[config.mk]
export PLATFORM = sky130hd
export DESIGN_NAME = byte_deser
export DESIGN_NICKNAME = d
export VERILOG_FILES = /design/src/rtl/byte_deser_pkg.sv /design/src/rtl/byte_deser_shreg.sv /design/src/rtl/byte_deser.sv
export SDC_FILE = /design/constraint.sdc
export NUM_CORES = 1
export LEC_CHECK = 0
export BUFFER_PORTS_ARGS = -buffer_cell sky130_fd_sc_hd__buf_2
export CAP_MARGIN = 20
export CORE_MARGIN = 2
export CORE_UTILIZATION = 30
export DETAILED_ROUTE_END_ITERATION = 10
export GPL_ROUTABILITY_DRIVEN = 1
export PLACE_DENSITY = 0.51
export SYNTH_ARGS = -nofsm -noshare
export SYNTH_HDL_FRONTEND = slang
export SYNTH_HIERARCHICAL = 1
export SYNTH_SLANG_ARGS = --single-unit
[constraint.sdc]
create_clock -name clk -period 4.4 [get_ports clk]
set_clock_uncertainty 0.2 [all_clocks]
set_input_delay 0.44 -clock clk [delete_from_list [all_inputs] [get_ports clk]]
set_output_delay 0.44 -clock clk [all_outputs]
set_load 0.1 [all_outputs]
[src/rtl/byte_deser_pkg.sv]
// Shared types and defaults for the byte_deser serial-to-parallel front end.
// Optional parity support is selected with BYTE_DESER_PARITY_EN.
package byte_deser_pkg;

    localparam int BYTE_DESER_BITS_DEF = 8;

    typedef enum logic [1:0] {
        IDLE   = 2'd0,
        SHIFT  = 2'd1,
        PARITY = 2'd2
    } byte_deser_state_t;

    function automatic int deser_cnt_width(input int bits);
        return $clog2(bits + 1);
    endfunction

endpackage

[src/rtl/byte_deser_shreg.sv]
// Frame shift register plus bit counter for byte_deser; load starts a new frame
// with the current bit, shift appends it, clear zeroes the counter.
module deser_shreg
    import byte_deser_pkg::*;
#(
    parameter int BITS      = BYTE_DESER_BITS_DEF,
    parameter bit MSB_FIRST = 1'b1,
    parameter int CW        = deser_cnt_width(BITS)
) (
    input  logic            clk,
    input  logic            reset_n,
    input  logic            bit_in,
    input  logic            load,
    input  logic            shift,
    input  logic            clear,
    output logic [BITS-1:0] word,
    output logic [CW-1:0]   count
);

    localparam logic [CW-1:0] CNT_FULL = CW'(BITS);

    logic [BITS-1:0] data;
    logic [BITS-1:0] first_val;
    logic [BITS-1:0] shift_val;

    always_comb begin
        if (MSB_FIRST) begin
            first_val = BITS'(bit_in);
            shift_val = (data << 1) | BITS'(bit_in);
        end else begin
            first_val = BITS'(bit_in) << (BITS - 1);
            shift_val = (data >> 1) | (BITS'(bit_in) << (BITS - 1));
        end
    end

    // word already includes the bit being shifted this cycle so a frame can
    // be handed off on the same edge that samples its last data bit
    assign word = shift ? shift_val : data;

    always_ff @(posedge clk or negedge reset_n) begin
        if (!reset_n) begin
            data  <= '0;
            count <= '0;
        end else if (load) begin
            data  <= first_val;
            count <= CW'(1);
        end else if (clear) begin
            count <= '0;
        end else if (shift) begin
            data <= shift_val;
            if (count != CNT_FULL) begin
                count <= count + CW'(1);
            end
        end
    end

endmodule

[src/rtl/byte_deser.sv]
// Framed bit-serial to parallel converter feeding the ones counter's a input.
// Defining BYTE_DESER_PARITY_EN adds a trailing even-parity bit and parity_err.
//
// state  | meaning
// IDLE   | no frame open; waits for a valid bit with sin_sof
// SHIFT  | collecting data bits of the current frame
// PARITY | all data bits held; next valid bit is the parity bit
module byte_deser
    import byte_deser_pkg::*;
#(
    parameter int BITS      = BYTE_DESER_BITS_DEF,
    parameter bit MSB_FIRST = 1'b1
) (
    input  logic            clk,
    input  logic            reset_n,
    input  logic            sin,
    input  logic            sin_valid,
    input  logic            sin_sof,
    input  logic            a_ready,
    output logic [BITS-1:0] a,
    output logic            a_valid,
    output logic            drop,
`ifdef BYTE_DESER_PARITY_EN
    output logic            parity_err,
`endif
    output logic            overrun
);

    localparam int CW = deser_cnt_width(BITS);
    localparam logic [CW-1:0] CNT_LAST = CW'(BITS - 1);

    byte_deser_state_t state;

    logic            sr_load;
    logic            sr_shift;
    logic            sr_clear;
    logic [BITS-1:0] sr_word;
    logic [CW-1:0]   sr_count;
    logic            last_data;
    logic            frame_done;
    logic            par_bad;

    deser_shreg #(
        .BITS      (BITS),
        .MSB_FIRST (MSB_FIRST),
        .CW        (CW)
    ) u_shreg (
        .clk     (clk),
        .reset_n (reset_n),
        .bit_in  (sin),
        .load    (sr_load),
        .shift   (sr_shift),
        .clear   (sr_clear),
        .word    (sr_word),
        .count   (sr_count)
    );

    assign last_data = (sr_count == CNT_LAST);

    always_comb begin
        sr_load    = 1'b0;
        sr_shift   = 1'b0;
        sr_clear   = 1'b0;
        frame_done = 1'b0;
        par_bad    = 1'b0;
        if (sin_valid) begin
            if (sin_sof) begin
                sr_load = 1'b1;
            end else begin
                case (state)
                    SHIFT: begin
                        sr_shift = 1'b1;
`ifndef BYTE_DESER_PARITY_EN
                        frame_done = last_data;
`endif
                    end
`ifdef BYTE_DESER_PARITY_EN
                    PARITY: begin
                        sr_clear = 1'b1;
                        // even parity: data ones plus parity bit must be even
                        if (^{sr_word, sin}) begin
                            par_bad = 1'b1;
                        end else begin
                            frame_done = 1'b1;
                        end
                    end
`endif
                    default: ;
                endcase
            end
        end
    end

    always_ff @(posedge clk or negedge reset_n) begin
        if (!reset_n) begin
            state      <= IDLE;
            a          <= '0;
            a_valid    <= 1'b0;
            drop       <= 1'b0;
            overrun    <= 1'b0;
`ifdef BYTE_DESER_PARITY_EN
            parity_err <= 1'b0;
`endif
        end else begin
            drop    <= 1'b0;
            overrun <= 1'b0;
`ifdef BYTE_DESER_PARITY_EN
            parity_err <= par_bad;
`endif
            if (a_valid && a_ready) begin
                a_valid <= 1'b0;
            end
            if (frame_done) begin
                if (!a_valid || a_ready) begin
                    a       <= sr_word;
                    a_valid <= 1'b1;
                end else begin
                    overrun <= 1'b1;
                end
            end
            if (sin_valid) begin
                if (sin_sof) begin
                    if (state != IDLE) begin
                        drop <= 1'b1;
                    end
                    state <= SHIFT;
                end else begin
                    case (state)
                        SHIFT: begin
                            if (last_data) begin
`ifdef BYTE_DESER_PARITY_EN
                                state <= PARITY;
`else
                                state <= IDLE;
`endif
                            end
                        end
                        PARITY:  state <= IDLE;
                        default: state <= state;
                    endcase
                end
            end
        end
    end

endmodule
==> reports/results.txt, run 1 <==
For the final-report setup violation count, the log shows 0. The clock insertion delay at the later pin of the skew report was 0.26 ns. In the final routed layout, each cell accounts on average for 12.9 um. The largest fanout of any net on the critical path works out to 17. The number of buffers created by CTS was 3; the number of flip-flops and latches in the synthesized netlist was 24. The root buffer cell chosen for the clock tree is sky130_fd_sc_hd__clkbuf_8. In the global route stage, overall resource usage came out at 11.6%. For this design the top-level I/O count stands at 17. In the post-synthesis netlist, the biggest area contributors are sky130_fd_sc_hd__dfrtp_1 49%, sky130_fd_sc_hd__mux2_4 12%, sky130_fd_sc_hd__mux2_2 6.5%. Fill cells in the final layout number 387. After layout, the design draws a total of 0.000418 W. The initial utilization of the core area, before any placement, comes to 30.9%. Static timing analysis puts the maximum clock frequency at 485 MHz.

The tools report the placed wire-length estimate as 1580 um. The number of antenna violations at the first check in global routing came out at 0. The total area of multi-input combinational cells is 562 um2, and the number of vias per cell after detailed routing is 4.53.

The core region is 0.00394 mm2. The number of warnings printed during yosys synthesis is 6. The share of post-route cells with drive strength above 1 is 36.1%. At the pin with the least slew margin, the transition time is 0.737 ns. In the finished design, the share of the clock period the worst path needs comes to 46.8%.

The run gives 1 as the total of hold buffers inserted after clock tree synthesis. The die is 67.7 um tall. The level count of the clock H-tree is 1, and the proportion of synthesized flip-flops having asynchronous set or reset is 100%. The commonest cells after synthesis are 24 x sky130_fd_sc_hd__dfrtp_1, 18 x sky130_fd_sc_hd__nand2_1, 10 x sky130_fd_sc_hd__mux2_4. The kind of critical path was flip-flop to flip-flop. After detailed routing, the number of remaining DRC violations is 0. The detailed router finished its first iteration with 32 violations. Internal power comes to 0.000320 W. Summed over all nets, the switching power comes to 0.0000980 W. The die span in x was 67.7 um; the part of the power in registers was 55.0%. After layout, the worst setup slack is 2.34 ns. The total routed wirelength is 2180 um. Number of hold-slack violations in the final timing report: 0. The die area is 0.00458 mm2, and the remaining antenna violation count is 0. Most frequently used flop master after synthesis: sky130_fd_sc_hd__dfrtp_1.

In this run the deepest clock path goes through 2 buffers. Gates resized during post-CTS repair numbered 0. The run gives 0 as the final max-slew violation count.

The congestion estimate from routability-driven global placement came to 0.721. Setup repair after global routing left no endpoint under its margin. The repair_antennas step left the layout with diodes totalling 0. Library cell with the largest summed area after synthesis: sky130_fd_sc_hd__dfrtp_1. Synthesis produced 100 cells. Of the post-synthesis cell area, the dominant cell type holds 49.3%.

The part of the power in combinational logic is 9.4%. The worst hold path belongs to the class input port to flip-flop. The routed layout has 765 vias. Entering global routing, the biggest net connects 25 pins.

The run gives 826 as the number of global-route vias before repair. In this run, synthesis inferred 0 flip-flops with an integrated enable. The tools report the total number of placement rows as 23. STA classifies the critical path endpoint as a flip-flop. Final-layout setup total negative slack: 0 ns. The worst setup path is launched from a flip-flop. The clock share of power is 35.6%.

The most frequent cell after synthesis is sky130_fd_sc_hd__dfrtp_1. Global routing finished with a remaining overflow of 0. Sequential elements use 49.3% of the synthesized area.

The clock net in this run drives a total of 24 sinks. After synthesis, the mean cell area works out to 12.2 um2. The logs give 0.680 nW for the total leakage power and 601 um2 for the area taken by flip-flops and latches. In the final design database the tool counted 128 nets. Buffers added to address setup during post-CTS repair amount to 0. For this run, the detailed router's first-pass iteration total came to 4. Data on the critical path arrives at its endpoint at 2.01 ns. Power spread over the standard cell area amounts to 301 mW/mm2. After layout, the minimum clock period comes to 2.06 ns.

The synthesis-to-finish area growth works out to 13.8%. Share of total power consumed by net switching: 23.5%. The logs give 0 for the count of maximum capacitance violations and 30 for the count of unique library cells instantiated by Yosys. Clock-pin slew was measured on the worst setup and hold paths at 0.09 ns. Summing every instance area after synthesis gives 0.00122 mm2.

In this run the tool buffered the top-level ports with 16 buffer cells. The logs give 169 for the final instance count without filler cells and 0.0946 mV for the worst voltage drop across the vdd grid. The run finished with clean final reports. Measured against its own limit, the worst slew margin works out to 50.9%. The tools report the post-placement setup slack as 2.11 ns. The first global-routing pass estimated 3910 um of wire. TritonCTS built the clock tree. The post-placement cell count is 164, and the data required time at the worst endpoint is 4.35 ns.
## metal layers
layer  share of wire [%]  up-vias  track usage (%)
met1                  47      370             14.3
met2                  50       10             19.1
met3                 1.6        4             2.00
met5                   0        -                0
li1                    -      381                -
met4                 1.9        0             6.12
## path summary, 6_finish.rpt
kind / depth (start not counted) / end / from / slack, ns
setup reg to reg: 3 / a[5] / state[0] / 2.34
min in group asynchronous: 2 / state[0] / reset_n / 0.48
hold / removal: 2 / u_shreg/data[0] / sin / 0.22
setup / recovery: 3 / a[5] / state[0] / 2.34
max in group asynchronous: 2 / a[3] / reset_n / 3.16
hold reg to reg: 1 / state[0] / state[0] / 0.32
## power by group through the flow
stage	logic, W	registers, W	clock network [W]
after detailed placement	0.0000382	0.000234	0
after floorplan	0.0000271	0.000237	0
after global placement	0.0000376	0.000234	0
after CTS	0.0000390	0.000230	0.000157
final	0.0000393	0.000230	0.000149
after global routing	0.0000441	0.000231	0.000171
## cells by family (layout without fill, tap and decap cells)
logic type / after synthesis / after routing / share of synthesized area [%]
adder cells (fa/ha/maj): 2 / 2 / 2.06
flip-flops: 24 / 24 / 49.3
multiplexers: 18 / 18 / 19.6
buffers and inverters: 9 / 25 / 5.45
other: 1 / 4 / 0.308
AND/OR/NAND/NOR: 31 / 31 / 13.9
AO/OA/AOI/OAI: 14 / 14 / 8.63
XOR/XNOR: 1 / 1 / 0.720
## cells in the final DEF (no fill, tap or decap), types with 2 or more instances in the layout
cell type / n
sky130_fd_sc_hd__nor3_1: 2
sky130_fd_sc_hd__inv_1: 3
sky130_fd_sc_hd__mux2_2: 7
sky130_fd_sc_hd__dfrtp_1: 24
sky130_fd_sc_hd__ha_1: 2
sky130_fd_sc_hd__mux2_4: 10
sky130_fd_sc_hd__nor2_1: 2
sky130_fd_sc_hd__nand4_1: 2
sky130_fd_sc_hd__nand2_1: 18
sky130_fd_sc_hd__a21oi_1: 9
sky130_fd_sc_hd__clkbuf_8: 4
sky130_fd_sc_hd__conb_1: 4
sky130_fd_sc_hd__buf_2: 16
## worst max-delay path: stages, from the launching register on
cell	delay, ns
sky130_fd_sc_hd__dfrtp_1	0.37
sky130_fd_sc_hd__and3b_1	0.65
sky130_fd_sc_hd__and3_4	0.40
sky130_fd_sc_hd__mux2_4	0.32
## state kept, by name (all words and copies together), names as in the netlist
signal and cells:
a 8, u_shreg/data 8, u_shreg/count 4, a_valid 1, drop 1, overrun 1, state 1
## layout make-up
cell class / count / area share, %
Multi-Input combinational cell: 70 / 40.6
Inverter: 4 / 1.08
Sequential cell: 24 / 43.4
Clock buffer: 4 / 3.97
Tap cell: 50 / 4.52
Timing Repair Buffer: 17 / 6.50
## per-stage QoR
step | area (um2) | utilization, % | hold slack (ns)
2_1_floorplan | 1230 | - | -0.0556
3_3_place_gp | 1320 | 33.5 | 0.253
3_5_place_dp | 1320 | 33.5 | 0.263
4_1_cts | 1390 | 35.1 | 0.211
5_1_grt | 1390 | 35.1 | 0.209
6_report | 1390 | 35.1 | 0.218
Power figures use the tool's default switching activity.
==> inputs of run 2 (changes only) <==
--- a/config.mk
+++ b/config.mk
@@ -11,7 +11,7 @@
 export CORE_UTILIZATION = 30
 export DETAILED_ROUTE_END_ITERATION = 10
 export GPL_ROUTABILITY_DRIVEN = 1
-export PLACE_DENSITY = 0.51
+export PLACE_DENSITY = 0.53
 export SYNTH_ARGS = -nofsm -noshare
 export SYNTH_HDL_FRONTEND = slang
 export SYNTH_HIERARCHICAL = 1
==> constraint.sdc (replaced) <==
create_clock -name clk -period 1.7 [get_ports clk]
set_clock_uncertainty 0.2 [all_clocks]
set_input_delay 0.17 -clock clk [delete_from_list [all_inputs] [get_ports clk]]
set_output_delay 0.17 -clock clk [all_outputs]
set_load 0.1 [all_outputs]
==> run 2 against run 1 <==
Hold slack got worse by 0.21 ns. Die area stayed put. Maximum frequency grew 24%. Sequential share of layout area fell by 2.0 points. Largest power group unchanged. Final cell count rose by 4.7%.
==> reports/results.txt, run 2 (synthesized netlist as in run 1, its figures left out) <==
The tools report the die area as 0.00458 mm2 (unchanged). In the final layout, the registers with the most flip-flops are a x8, u_shreg/data x8, u_shreg/count x4. Floorplan core area: 0.00394 mm2 (unchanged). The run gives 0.04 ns (-2.30 ns) as the worst-case register-to-register setup slack. The run finished with clean final reports.

The worst slew margin relative to its limit was 63.1% (+12 points). The logs give 30.9% (unchanged) for the initial core utilization and 0.00109 W (+160%) for the total power. The tools report the total routed wirelength as 2360 um (+7.8%).

The clock share of power was 35.0% (-0.6 points). The run gives 23 (unchanged) as the total number of placement rows. The number of vias per cell after detailed routing came out at 4.68 (+3.3%). For the deepest clock path buffer count, the log shows 2 (unchanged). The capture endpoint of the worst hold path is overrun.

STA classifies the critical path startpoint as a flip-flop. The share of total power consumed by net switching was 23.5% (+0.039 points); the final max-slew violation count was 0 (unchanged). DRC violation count after routing: 0 (unchanged).

For the via count, the log shows 828 (+8.2%). The switching power of the nets was 0.000257 W (+160%); the number of antenna violations at the first check in global routing was 0 (unchanged). The largest fanout of any net on the critical path came out at 8 (-9). The worst voltage drop across the vdd grid came out at 0.397 mV (+320%). The tools report the post-placement cell count as 169 (+3.0%). The setup path with the least slack is of type flip-flop to flip-flop. The part of the cycle the worst path needs came out at 97.5% (+51 points). The clock-pin slew reported for the worst setup and hold paths after clock tree synthesis came out at 0.09 ns (about the same). The clock root buffer is sky130_fd_sc_hd__clkbuf_8. The total leakage power is 0.714 nW (+5.1%), and the power per cell area is 748 mW/mm2 (+150%).

For the post-placement setup slack, the log shows 0.0389 ns (-2.07 ns). The die span in x is 67.7 um (unchanged), and the total global routing track utilization is 12.8% (+1.3 points). The final instance count without filler cells is 177 (+4.7%), and the number of nets in the layout is 136 (+6.3%).

The logs give 4 (unchanged) for the number of optimization iterations in the first detailed-route pass and 0.740 (+2.6%) for the final weighted congestion in routability-driven placement. The arrival time of data at the critical path endpoint is 1.61 ns (-0.40 ns). The smallest setup slack after layout was 0.0418 ns (-2.30 ns).

The part of the power in combinational logic came out at 10.6% (+1.2 points). Setup repair after global routing could not meet its margin everywhere. The top cell types in the final layout, fill and taps aside, are 22 x sky130_fd_sc_hd__dfrtp_1, 18 x sky130_fd_sc_hd__nand2_1, 16 x sky130_fd_sc_hd__buf_2. The actual slew at the worst max-slew pin works out to 0.553 ns (-0.184 ns).

The run gives 24 (unchanged) as the number of sinks on the clock net. The run gives 54.4% (-0.6 points) as the part of the power in registers. The placed wire-length estimate was 1700 um (+8.2%); the boundary pin count was 17 (unchanged). The tools report the hold path startpoint as a_ready. For the share of the core filled with cells, the log shows 37.1% (+2.0 points). The maximum number of pins on one net before global-route repair is 25 (unchanged). The worst setup path is captured at a flip-flop. The tightest min-delay check is of the input port to flip-flop type. Count of maximum capacitance violations: 0 (unchanged). The worst register-to-register path begins at u_shreg/count[3].

Count of buffers from port buffering: 16 (unchanged). Number of global-route vias before repair: 914 (+11%). The synthesis-to-finish area growth was 20.1%. The worst register-to-register path ends at a[6]. The tools report the number of buffers created by CTS as 3 (unchanged). TritonCTS built the clock tree. The run gives 19 (-41%) as the initial detailed-routing violation count. The remaining antenna violation count is 0 (unchanged), and the level count of the clock H-tree is 1 (unchanged).

The overall die height was 67.7 um (unchanged). Final critical delay including setup and external delays: 1.66 ns (-0.403 ns). The run gives 0.00136 mm2 (+3.1%) as the instance area after placement. Share of post-route cells with drive strength above 1: 41.7% (+5.6 points). For the wire length of the first global-routing pass, the log shows 4410 um (+13%). The number of antenna repair diodes is 0 (unchanged), and the maximum frequency from static timing analysis is 603 MHz (+24%).

Number of filler cells placed in the layout: 390 (+0.78%). Worst hold path stage count: 3 (+1). The clock insertion delay at the later pin of the skew report was 0.26 ns (about the same); the depth of the most critical reg-to-reg path was 3 (unchanged). The average detailed-routed wire length per instance works out to 13.3 um (+3.0%). The most common cell after layout, fill and taps aside is sky130_fd_sc_hd__dfrtp_1. The data required time at the worst endpoint is 1.65 ns (-2.70 ns).

Internal portion of total power: 0.000837 W (+160%). The overflow left after global routing is 0 (unchanged). The final-report setup violation count was 0 (unchanged). The number of hold-slack violations in the final timing report is 0 (unchanged), and the final cell area excluding filler cells is 0.00146 mm2 (+5.6%).
run 2: power groups by stage:
stage	registers (W)	clock network, W	logic (W)
floorplan	0.000613	0	0.0000703
global placement	0.000606	0	0.000102
detailed placement	0.000606	0	0.000107
CTS	0.000595	0.000401	0.000112
global route	0.000598	0.000428	0.000130
finish	0.000595	0.000383	0.000116
run 2: cell type report:
type	count	area, um2	share of cell area, %
multi-input combinational	70	566	38.7
timing repair buffer	25	159	10.9
inverter	4	15.0	1.03
tap	50	62.6	4.28
sequential	24	606	41.4
clock buffer	4	55.1	3.76
run 2: critical path, stage by stage (launching register included):
cell	delay, ns
sky130_fd_sc_hd__dfrtp_1	0.39
sky130_fd_sc_hd__and4b_1	0.31
sky130_fd_sc_hd__and3_4	0.32
sky130_fd_sc_hd__mux2_4	0.32
run 2: how the worst max path moves through the flow:
stage                            end  slack (ns)  cells past startpoint        startpoint
floorplan                       a[0]       0.009                      4           a_valid
global placement                a[3]        0.08                      4          state[0]
detailed placement              a[1]        0.04                      4          state[0]
CTS                             a[1]        0.02                      4          state[0]
global route        u_shreg/count[3]       -0.02                      6          state[0]
finish                          a[6]        0.04                      3  u_shreg/count[3]
run 2: timing repair:
action / in CTS / in global routing
gates resized for setup: 0 / 4
setup endpoints to repair: 0 / 10
hold buffers: 3 / 0
hold endpoints to repair: 26 / 0
buffers inserted: 0 / 1
run 2: layer usage:
metal	vias up	global-route usage [%]	wire, um
met3	4	2.67	89
li1	398	-	-
met2	13	22.8	1260
met4	0	3.83	30
met1	413	15.5	979
met5	-	0	0
run 2: through the flow:
stage	hold WS, ns	TNS [ns]
floorplan	-0.326	0
finish	0.00678	0
global placement	-0.0162	0
CTS	0.00494	0
detailed placement	-0.00593	0
global route	0.0160	-0.0708
